==> config.mk <==
export PLATFORM = sky130hd
export DESIGN_NAME = branch_resolve_queue_flat
export DESIGN_NICKNAME = d
export VERILOG_FILES = /design/src/rtl/branch_resolve_queue_pkg.sv /design/src/rtl/branch_resolve_queue_if.sv /design/src/rtl/branch_resolve_queue.sv /design/src/flat_wrapper.sv
export SDC_FILE = /design/constraint.sdc
export NUM_CORES = 1
export LEC_CHECK = 0
export BUFFER_PORTS_ARGS = -buffer_cell sky130_fd_sc_hd__buf_2
export CELL_PAD_IN_SITES_DETAIL_PLACEMENT = 1
export CELL_PAD_IN_SITES_GLOBAL_PLACEMENT = 1
export CORE_UTILIZATION = 55
export CTS_BUF_LIST = sky130_fd_sc_hd__clkbuf_4
export CTS_CLUSTER_SIZE = 25
export DETAILED_ROUTE_END_ITERATION = 10
export PLACE_DENSITY = 0.89
export SLEW_MARGIN = 0
export SYNTH_ARGS = -nofsm -noshare
export SYNTH_HDL_FRONTEND = slang
export SYNTH_SLANG_ARGS = --single-unit
==> constraint.sdc <==
create_clock -name clk -period 16.2 [get_ports clk]
set_input_delay 3.24 -clock clk [delete_from_list [all_inputs] [get_ports clk]]
set_output_delay 3.24 -clock clk [all_outputs]
set_load 0.02 [all_outputs]
==> src/rtl/branch_resolve_queue_pkg.sv <==
// Shared types and helpers for the in-order branch resolve queue.
// Holds the default depth and the per-entry record kept for each in-flight branch.
package branch_resolve_queue_pkg;

  localparam int BQ_DEPTH_DEFAULT = 8;

  typedef struct packed {
    logic [31:0] pc;
    logic        pred_taken;
    logic [31:0] pred_target;
    logic        act_taken;
    logic [31:0] act_target;
  } bq_entry_t;

  // Wrong direction, or right direction (taken) but wrong destination.
  function automatic logic is_mispredict(input bq_entry_t e);
    return (e.act_taken != e.pred_taken) ||
           (e.act_taken && (e.act_target != e.pred_target));
  endfunction

  function automatic logic [31:0] redirect_target(input bq_entry_t e);
    return e.act_taken ? e.act_target : (e.pc + 32'd4);
  endfunction

endpackage

==> src/rtl/branch_resolve_queue_if.sv <==
// Decode/execute/predictor-facing signal bundle of the branch resolve queue.
// master = decode + execute + predictor side, slave = the queue itself.
interface branch_resolve_queue_if #(
  parameter int TAG_W = 3
) ();

  logic             enq_valid;
  logic             enq_ready;
  logic [31:0]      enq_pc;
  logic             enq_pred_taken;
  logic [31:0]      enq_pred_target;
  logic [TAG_W-1:0] enq_tag;
  logic             res_valid;
  logic [TAG_W-1:0] res_tag;
  logic             res_taken;
  logic [31:0]      res_target;
  logic             branch_we;
  logic             branch_taken;
  logic             mispredict;
  logic [31:0]      redirect_pc;

  modport master (
    output enq_valid, enq_pc, enq_pred_taken, enq_pred_target,
    output res_valid, res_tag, res_taken, res_target,
    input  enq_ready, enq_tag, branch_we, branch_taken, mispredict, redirect_pc
  );

  modport slave (
    input  enq_valid, enq_pc, enq_pred_taken, enq_pred_target,
    input  res_valid, res_tag, res_taken, res_target,
    output enq_ready, enq_tag, branch_we, branch_taken, mispredict, redirect_pc
  );

endinterface

==> src/rtl/branch_resolve_queue.sv <==
// In-order queue of in-flight conditional branches: enqueue with prediction, resolve
// out of order by tag, retire in program order, flush everything on a mispredict.
module branch_resolve_queue
  import branch_resolve_queue_pkg::*;
#(
  parameter int BQ_DEPTH = BQ_DEPTH_DEFAULT,
  parameter int TAG_W    = $clog2(BQ_DEPTH)
) (
  input logic                   clk,
  input logic                   rst,
  branch_resolve_queue_if.slave bq
);

  localparam logic [TAG_W:0]   DEPTH_CNT = (TAG_W+1)'(BQ_DEPTH);
  localparam logic [TAG_W:0]   CNT_ONE   = (TAG_W+1)'(1);
  localparam logic [TAG_W-1:0] TAG_ONE   = TAG_W'(1);

  bq_entry_t           entries [BQ_DEPTH];
  logic [BQ_DEPTH-1:0] valid_q;
  logic [BQ_DEPTH-1:0] resolved_q;
  logic [TAG_W-1:0]    head_q;
  logic [TAG_W-1:0]    tail_q;
  logic [TAG_W:0]      count_q;

  bq_entry_t head_ent;
  logic      retire;
  logic      flush;
  logic      enq_fire;
  logic      res_hit;

  // Retire decision is purely a function of registered state.
  always_comb begin
    head_ent = entries[head_q];
    retire   = valid_q[head_q] & resolved_q[head_q];
    flush    = retire & is_mispredict(head_ent);
    enq_fire = bq.enq_valid & (count_q != DEPTH_CNT);
    res_hit  = bq.res_valid & valid_q[bq.res_tag];
  end

  assign bq.enq_ready    = (count_q != DEPTH_CNT);
  assign bq.enq_tag      = tail_q;
  assign bq.branch_we    = retire;
  assign bq.branch_taken = retire & head_ent.act_taken;
  assign bq.mispredict   = flush;
  assign bq.redirect_pc  = flush ? redirect_target(head_ent) : 32'd0;

  // Control state; a flush drops any same-cycle enqueue/resolve as younger work.
  always_ff @(posedge clk) begin
    if (rst || flush) begin
      valid_q    <= '0;
      resolved_q <= '0;
      head_q     <= '0;
      tail_q     <= '0;
      count_q    <= '0;
    end else begin
      if (enq_fire) begin
        valid_q[tail_q]    <= 1'b1;
        resolved_q[tail_q] <= 1'b0;
        tail_q             <= tail_q + TAG_ONE;
      end
      if (res_hit) begin
        resolved_q[bq.res_tag] <= 1'b1;
      end
      if (retire) begin
        valid_q[head_q] <= 1'b0;
        head_q          <= head_q + TAG_ONE;
      end
      case ({enq_fire, retire})
        2'b10:   count_q <= count_q + CNT_ONE;
        2'b01:   count_q <= count_q - CNT_ONE;
        default: count_q <= count_q;
      endcase
    end
  end

  // Entry payload is only meaningful under valid/resolved, so it is never reset.
  always_ff @(posedge clk) begin
    if (enq_fire) begin
      entries[tail_q].pc          <= bq.enq_pc;
      entries[tail_q].pred_taken  <= bq.enq_pred_taken;
      entries[tail_q].pred_target <= bq.enq_pred_target;
    end
    if (res_hit) begin
      entries[bq.res_tag].act_taken  <= bq.res_taken;
      entries[bq.res_tag].act_target <= bq.res_target;
    end
  end

endmodule
==> src/flat_wrapper.sv <==
// flat-port wrapper written by rule: the top's interface ports become plain ports
module branch_resolve_queue_flat import branch_resolve_queue_pkg::*;
#(
  parameter int BQ_DEPTH = BQ_DEPTH_DEFAULT,
  parameter int TAG_W    = $clog2(BQ_DEPTH)
)
  (clk, rst, bq_enq_valid, bq_enq_pc, bq_enq_pred_taken, bq_enq_pred_target, bq_res_valid, bq_res_tag, bq_res_taken, bq_res_target, bq_enq_ready, bq_enq_tag, bq_branch_we, bq_branch_taken, bq_mispredict, bq_redirect_pc);
  branch_resolve_queue_if #(.TAG_W(TAG_W)) bq_i ();
  input logic clk;
  input logic rst;
  input wire logic [$bits(bq_i.enq_valid)-1:0] bq_enq_valid;
  input wire logic [$bits(bq_i.enq_pc)-1:0] bq_enq_pc;
  input wire logic [$bits(bq_i.enq_pred_taken)-1:0] bq_enq_pred_taken;
  input wire logic [$bits(bq_i.enq_pred_target)-1:0] bq_enq_pred_target;
  input wire logic [$bits(bq_i.res_valid)-1:0] bq_res_valid;
  input wire logic [$bits(bq_i.res_tag)-1:0] bq_res_tag;
  input wire logic [$bits(bq_i.res_taken)-1:0] bq_res_taken;
  input wire logic [$bits(bq_i.res_target)-1:0] bq_res_target;
  output wire logic [$bits(bq_i.enq_ready)-1:0] bq_enq_ready;
  output wire logic [$bits(bq_i.enq_tag)-1:0] bq_enq_tag;
  output wire logic [$bits(bq_i.branch_we)-1:0] bq_branch_we;
  output wire logic [$bits(bq_i.branch_taken)-1:0] bq_branch_taken;
  output wire logic [$bits(bq_i.mispredict)-1:0] bq_mispredict;
  output wire logic [$bits(bq_i.redirect_pc)-1:0] bq_redirect_pc;
  assign bq_i.enq_valid = bq_enq_valid;
  assign bq_i.enq_pc = bq_enq_pc;
  assign bq_i.enq_pred_taken = bq_enq_pred_taken;
  assign bq_i.enq_pred_target = bq_enq_pred_target;
  assign bq_i.res_valid = bq_res_valid;
  assign bq_i.res_tag = bq_res_tag;
  assign bq_i.res_taken = bq_res_taken;
  assign bq_i.res_target = bq_res_target;
  assign bq_enq_ready = bq_i.enq_ready;
  assign bq_enq_tag = bq_i.enq_tag;
  assign bq_branch_we = bq_i.branch_we;
  assign bq_branch_taken = bq_i.branch_taken;
  assign bq_mispredict = bq_i.mispredict;
  assign bq_redirect_pc = bq_i.redirect_pc;
  branch_resolve_queue #(.BQ_DEPTH(BQ_DEPTH), .TAG_W(TAG_W)) u_core (.clk(clk), .rst(rst), .bq(bq_i));
endmodule
==> results_dict.tcl, run 1 <==
set metrics [dict create \
    fp.dieArea_sq_um 60700 \
    clk_path_buf_depth 3 \
    place_ws_ns 6.87 \
    hold_buffers 0 \
    rows 89 \
    antenna_found_initial 14 \
    initial_core_util_pct 55.7 \
    hold_viol_final 0 \
    grt_max_degree 115 \
    grt_pass1_wl_mm 136 \
    clk-insertion-delay-late_ns 1.10 \
    drc 0 \
    utilization_pct 62.4 \
    tritoncts.num_buffers 196 \
    crit_chain "buf_4 > buf_4 > mux4_2 > mux2i_1 > xnor2_1 > nand4_1 > nor4_2 > nand4_2 > nand2_2 > buf_4 > a211oi_1 > buf_2" \
    cts_setup_buffers 0 \
    fin_ws_ns 5.62 \
    synth.yosys.seq_area_share_pct 73.4 \
    synth_area_sq_um 32900 \
    syn-instance-count 1595 \
    htree_levels 4 \
    synthMostInstantiatedCell "edfxtp_1" \
    final_nets 2004 \
    synth-main-ff-cell "edfxtp_1" \
    cp_num_buf_inv 4 \
    yosysTopAreaCell "edfxtp_1" \
    ir_drop_mv 0.0670 \
    min_period_ns 10.58 \
    relSlewSlack_pct 11.6 \
    setup_violations 0 \
    cp_slowest_cell "dfxtp_4" \
    core_area_sq_um 59000 \
    crit_family "buffers and inverters" \
    clock_skew_ns 0.0693 \
    power.leakage_nw 11.9 \
    synth_common_cells "784 x edfxtp_1, 182 x mux4_2, 84 x mux2i_1" \
    yosysTopAreaCellShare_pct 71.7 \
    viasPerCell 6.51 \
    setup_tns_ns 0 \
    cpPeakStageDelay_ns 0.90 \
    status "finished clean" \
    worstPathArrival_ns 7.34 \
    ctsResizeCount 0 \
    synthesis.nets 1707 \
    wire_per_inst_um 33.5 \
    end_kind "primary output" \
    hold_path_class "reg2reg" \
    cts_tree "done" \
    io_buffer_count 143 \
    maxCapViolCount 0 \
    pwr-share-clk_pct 41.4 \
    synthArstFlopShare_pct 0 \
    syn_avg_cell_area_sq_um 20.6 \
    fp.dieW_um 246 \
    top_level_ports 144 \
    area_growth_pct 12.2 \
    globalplace.congestion 0.818 \
    switching_power_uw 975 \
    period_share_pct 65.3 \
    drtPass1Iterations 5 \
    slew_viol_final 0 \
    grt_util_all_layers_pct 32.1 \
    critPathKind "reg2out" \
    rsz0062_at_grt "no" \
    die_y_um 246 \
    seqPwrFrac_pct 55.2 \
    max_freq_ghz 0.0946 \
    grt_pass1_vias 19692 \
    worst-path-max-fanout 58 \
    internal_power_mw 3.27 \
    critPathLaunchType "register" \
    ys_types 67 \
    worst_pin_slew_ns 1.33 \
    grt-ovfl-total 0 \
    path_clk_slew_ns 0.08 \
    synth_edf_count 784 \
    dr.first_iter.drc_count 2493 \
    dr_total_vias 18469 \
    drt_wl_total_mm 95.0 \
    final_layout_size_suffix_gt1_share_pct 35.9 \
    ant_nets 0 \
    yosys_warnings 0 \
    cp_data_required_time_ns 12.96 \
    combinationalPowerShare_pct 3.3 \
    cts_root_buffer "clkbuf_4" \
    dp_hpwl_mm 54.4 \
    cpMostUsedCell "buf_4" \
    p_per_area_nw_per_um2 115 \
    swShare_pct 23.0 \
    ys_ff_latch 813 \
    cts.sinks 813 \
    synth.area.top_cells "edfxtp_1 72%, mux4_2 12%, mux2i_1 2.6%, dfxtp_1 1.8%, xnor2_1 1.2%" \
]
-- layer usage --
metal | wire, um | share of wire (%) | up-vias | GRT usage (%)
li1 | - | - | 7277 | -
met1 | 34600 | 36 | 9662 | 40.1
met2 | 47800 | 50 | 1304 | 52.4
met3 | 9380 | 9.9 | 218 | 9.13
met4 | 3130 | 3.3 | 8 | 13.9
met5 | 53 | 0.056 | - | 0
-- power by group through the flow --
stage / logic [mW] / registers, mW / clock network [mW]
after floorplan: 0.0578 / 2.39 / 0
after global routing: 0.146 / 2.34 / 1.87
after detailed placement: 0.135 / 2.39 / 0
after CTS: 0.139 / 2.34 / 1.78
after global placement: 0.124 / 2.38 / 0
final: 0.142 / 2.34 / 1.76
-- worst min-delay path, stage by stage, from the launching register on --
cell	delay, ns
dfxtp_1	0.33
o22ai_1	0.18
nor3b_1	0.07
-- final cells by class --
cell class	instances	area, sq um
timing repair buffer	177	983
antenna	18	45.0
multi-input combinational	688	8110
fill	5122	22200
clock inverter	62	389
clock buffer	288	2160
sequential	813	24100
tap	773	967
inverter	16	60.1
-- path summary, 6_finish.rpt --
check                    startpoint                 to  slack [ns]  cells past startpoint
setup / recovery           register  bq_redirect_pc[3]        5.62                     12
hold / removal    u_core.valid_q[2]  u_core.valid_q[2]        0.63                      2
setup reg to reg           register  u_core.valid_q[7]       10.12                     11
hold reg to reg   u_core.valid_q[2]  u_core.valid_q[2]        0.63                      2
-- metrics by stage --
step | cell area (sq um) | hold slack [ns] | power, mW | std cells
after CTS | 36800 | 0.629 | 4.26 | 2817
after detailed placement | 34300 | 0.596 | 2.52 | 2467
after global placement | 34300 | 0.560 | 2.51 | 2467
final | 36800 | 0.634 | 4.24 | 2835
after global routing | 36800 | 0.649 | 4.36 | 2823
after floorplan | 32900 | 0.502 | 2.45 | 1595
-- kinds of logic (layout without fill, tap and decap cells) --
group                    Yosys count  count (layout)  share of synthesized area [%]
flip-flops                       813             813                           73.4
multiplexers                     287             287                           16.2
AND/OR/NAND/NOR                  228             228                           3.68
AO/OA/AOI/OAI                     95              95                           2.29
buffers and inverters             94             543                           2.28
XOR/XNOR                          71              71                           1.89
adder cells (fa/ha/maj)            7               7                          0.289
other                              0              18                              0
-- registers in the layout, summed over array words and instances, names as in the netlist, named ones only --
register,flops
u_core.valid_q,8
u_core.head_q,3
u_core.entries,784
u_core.resolved_q,8
u_core.bq.enq_tag,3
u_core.count_q,4
-- cells in the final DEF (no fill, tap or decap), drive strengths merged, types with 9 or more instances in the layout --
cell type	Yosys	layout
clkinv	1	49
nand4	9	9
buf	68	177
and3	21	21
inv	15	22
diode	0	18
clkbuf	10	288
nand2b	12	12
nor3	15	15
nor2	56	56
mux4	189	189
o21ai	15	15
a21oi	22	22
nand3	17	17
edfxtp	784	784
xor2	26	26
dfxtp	29	29
xnor2	45	45
mux2	11	11
a211oi	22	22
nand2	51	51
mux2i	87	87
o22ai	13	13
No activity file was read; power rests on OpenSTA's default activity.
==> run 2, diff against run 1 <==
--- a/config.mk
+++ b/config.mk
@@ -8,11 +8,11 @@
 export BUFFER_PORTS_ARGS = -buffer_cell sky130_fd_sc_hd__buf_2
 export CELL_PAD_IN_SITES_DETAIL_PLACEMENT = 1
 export CELL_PAD_IN_SITES_GLOBAL_PLACEMENT = 1
-export CORE_UTILIZATION = 55
+export CORE_UTILIZATION = 51
 export CTS_BUF_LIST = sky130_fd_sc_hd__clkbuf_4
 export CTS_CLUSTER_SIZE = 25
 export DETAILED_ROUTE_END_ITERATION = 10
-export PLACE_DENSITY = 0.89
+export PLACE_DENSITY = 0.87
 export SLEW_MARGIN = 0
 export SYNTH_ARGS = -nofsm -noshare
 export SYNTH_HDL_FRONTEND = slang
==> constraint.sdc (replaced) <==
create_clock -name clk -period 9.1 [get_ports clk]
set_input_delay 1.82 -clock clk [delete_from_list [all_inputs] [get_ports clk]]
set_output_delay 1.82 -clock clk [all_outputs]
set_load 0.02 [all_outputs]
==> run 2 against run 1 <==
- die area is 7.8% higher
- final cell count rose by 2.1%
- worst setup slack lost 4.6 ns
- non-clock buffer count did not move
- utilization fell by 4.3 points
- count of clock-buffer cells in the layout decreased by 9
- flip-flop and latch count unchanged
- design area about the same
- largest cell class unchanged
- largest power group unchanged
==> results_dict.tcl, run 2 (synthesis gave the netlist of run 1 again) <==
set metrics [dict create \
    mostFrequentLayoutCells "784 x edfxtp_1, 279 x clkbuf_4, 182 x mux4_2, 143 x buf_2, 83 x mux2i_1" \
    ctsResizeCount 0 \
    cts_root_buffer "clkbuf_4" \
    grt_pass1_wl_mm 130 \
    grt_max_degree 101 \
    multi_input_area_sq_um 8110 \
    final_layout_size_suffix_gt1_share_pct 35.8 \
    ir_drop_mv 0.0767 \
    ant_nets 0 \
    cts_tree "done" \
    hold_end "u_core.count_q[3]" \
    max_freq_ghz 0.124 \
    status "finished clean" \
    worst-path-max-fanout 53 \
    dr_total_vias 17906 \
    initial_core_util_pct 51.9 \
    wire_per_inst_um 30.9 \
    relSlewSlack_pct 19.5 \
    slew_viol_final 0 \
    setup_violations 0 \
    power.leakage_nw 11.9 \
    cp_data_required_time_ns 7.28 \
    tritoncts.num_buffers 198 \
    htree_levels 4 \
    setup_tns_ns 0 \
    dp_hpwl_mm 54.5 \
    grt_util_all_layers_pct 27.9 \
    ff2ff_setup_slack_ns 4.06 \
    dr.first_iter.drc_count 1909 \
    pwr-share-clk_pct 39.9 \
    largestRegisters "u_core.entries x784, u_core.resolved_q x8, u_core.valid_q x8" \
    crit_chain "buf_12 > mux4_2 > mux2i_1 > xor2_1 > nor4_2 > nand4_2 > nand2_2 > buf_4 > a2111oi_4 > buf_2" \
    worst_pin_slew_ns 1.20 \
    maxCapViolCount 0 \
    fp.dieArea_sq_um 65400 \
    drt_wl_total_mm 89.5 \
    antenna_found_initial 24 \
    hold_depth 2 \
    cts.sinks 813 \
    internal_power_mw 5.68 \
    seqPwrFrac_pct 56.8 \
    cp_slowest_cell "nand2_2" \
    viasPerCell 6.19 \
    drc 0 \
    hold_viol_final 0 \
    path_clk_slew_ns 0.08 \
    core_area_sq_um 63300 \
    num-fill-cells 5610 \
    combinationalPowerShare_pct 3.3 \
    hold_buffers 0 \
    swShare_pct 22.7 \
    clk_path_buf_depth 3 \
    cpPeakStageDelay_ns 0.93 \
    register_area_sq_um 24100 \
    grt-ovfl-total 0 \
    reg2reg_depth 8 \
    critPathKind "reg2out" \
    period_share_pct 88.4 \
    drtPass1Iterations 5 \
    min_period_ns 8.05 \
    hold_path_class "reg2reg" \
    rsz0062_at_grt "no" \
    p_per_area_nw_per_um2 200 \
    cts_setup_buffers 0 \
    end_kind "primary output" \
    worstPathArrival_ns 6.23 \
    fp.dieW_um 256 \
    grt_pass1_vias 19510 \
    clk-insertion-delay-late_ns 1.09 \
    clock_skew_ns 0.0749 \
    top_level_ports 144 \
    final_nets 2006 \
    area_growth_pct 12.1 \
    min_from "u_core.count_q[3]" \
    hold_ws_ns 0.623 \
    globalplace.congestion 0.806 \
    layout_commonest_cell "edfxtp_1" \
    critPathLaunchType "register" \
    largest_register "u_core.entries" \
    die_y_um 256 \
    largest_reg_flops 784 \
    switching_power_mw 1.67 \
    io_buffer_count 143 \
    rows 92 \
]
-- run 2: changes by cell type in the layout (fill, tap and decap cells not counted), moves of 3 or more --
cell / before / now
bufinv_16: 5 / 1
clkbuf_4: 288 / 279
diode_2: 18 / 15
clkinv_4: 1 / 4
clkinv_1: 46 / 40
inv_6: 2 / 5
clkinv_2: 2 / 6
-- run 2: worst max path at each step --
stage,endpoint,cells past startpoint
finish,bq_redirect_pc[19],10
global route,bq_redirect_pc[1],10
CTS,bq_redirect_pc[1],11
floorplan,u_core.valid_q[0],5
detailed placement,bq_redirect_pc[1],11
global placement,bq_redirect_pc[1],10
-- run 2: critical path, delay by kind of cell (launching register included) --
family	cells	cell delay, ns
AOI/OAI and AO/OA	1	0.10
xor gates and xnor gates	1	0.23
buffers and inverters	3	1.06
DFF	1	0.83
muxes	2	1.15
and+or+nand+nor	3	1.66
-- run 2: layer usage --
| metal | GRT usage [%] | part of all wire [%] | up-vias |
|---|---|---|---|
| li1 | - | - | 7277 |
| met1 | 34.5 | 37 | 9331 |
| met2 | 45.8 | 51 | 1069 |
| met3 | 8.16 | 8.9 | 215 |
| met4 | 12.1 | 3.5 | 14 |
| met5 | 0 | 0.10 | - |
-- run 2: cell type report --
cell class	instances	share of cell area (%)
Inverter	16	0.163
Clock buffer	279	5.69
Clock inverter	61	0.877
Tap cell	846	2.87
Multi-Input combinational cell	688	22.0
Sequential cell	813	65.5
Timing Repair Buffer	177	2.74
Antenna cell	15	0.102
-- run 2: stage by stage --
step | cell area [sq um] | utilization [%] | total power, mW | instances | setup WS [ns]
3_3_place_gp | 34400 | 54.3 | 4.46 | 2540 | 2.25
5_1_grt | 36800 | 58.1 | 7.57 | 2890 | 0.782
3_5_place_dp | 34400 | 54.3 | 4.49 | 2540 | 2.16
6_report | 36800 | 58.2 | 7.35 | 2895 | 1.05
2_1_floorplan | 32900 | - | 4.36 | 1595 | 1.63
4_1_cts | 36800 | 58.1 | 7.40 | 2880 | 0.995
-- run 2: power by group through the flow --
| stage | clock, mW | sequential [mW] | combinational, mW |
|---|---|---|---|
| 5_1_grt | 3.14 | 4.17 | 0.253 |
| 2_1_floorplan | 0 | 4.25 | 0.103 |
| 3_3_place_gp | 0 | 4.25 | 0.216 |
| 6_report | 2.93 | 4.17 | 0.241 |
| 4_1_cts | 2.99 | 4.17 | 0.238 |
| 3_5_place_dp | 0 | 4.25 | 0.237 |
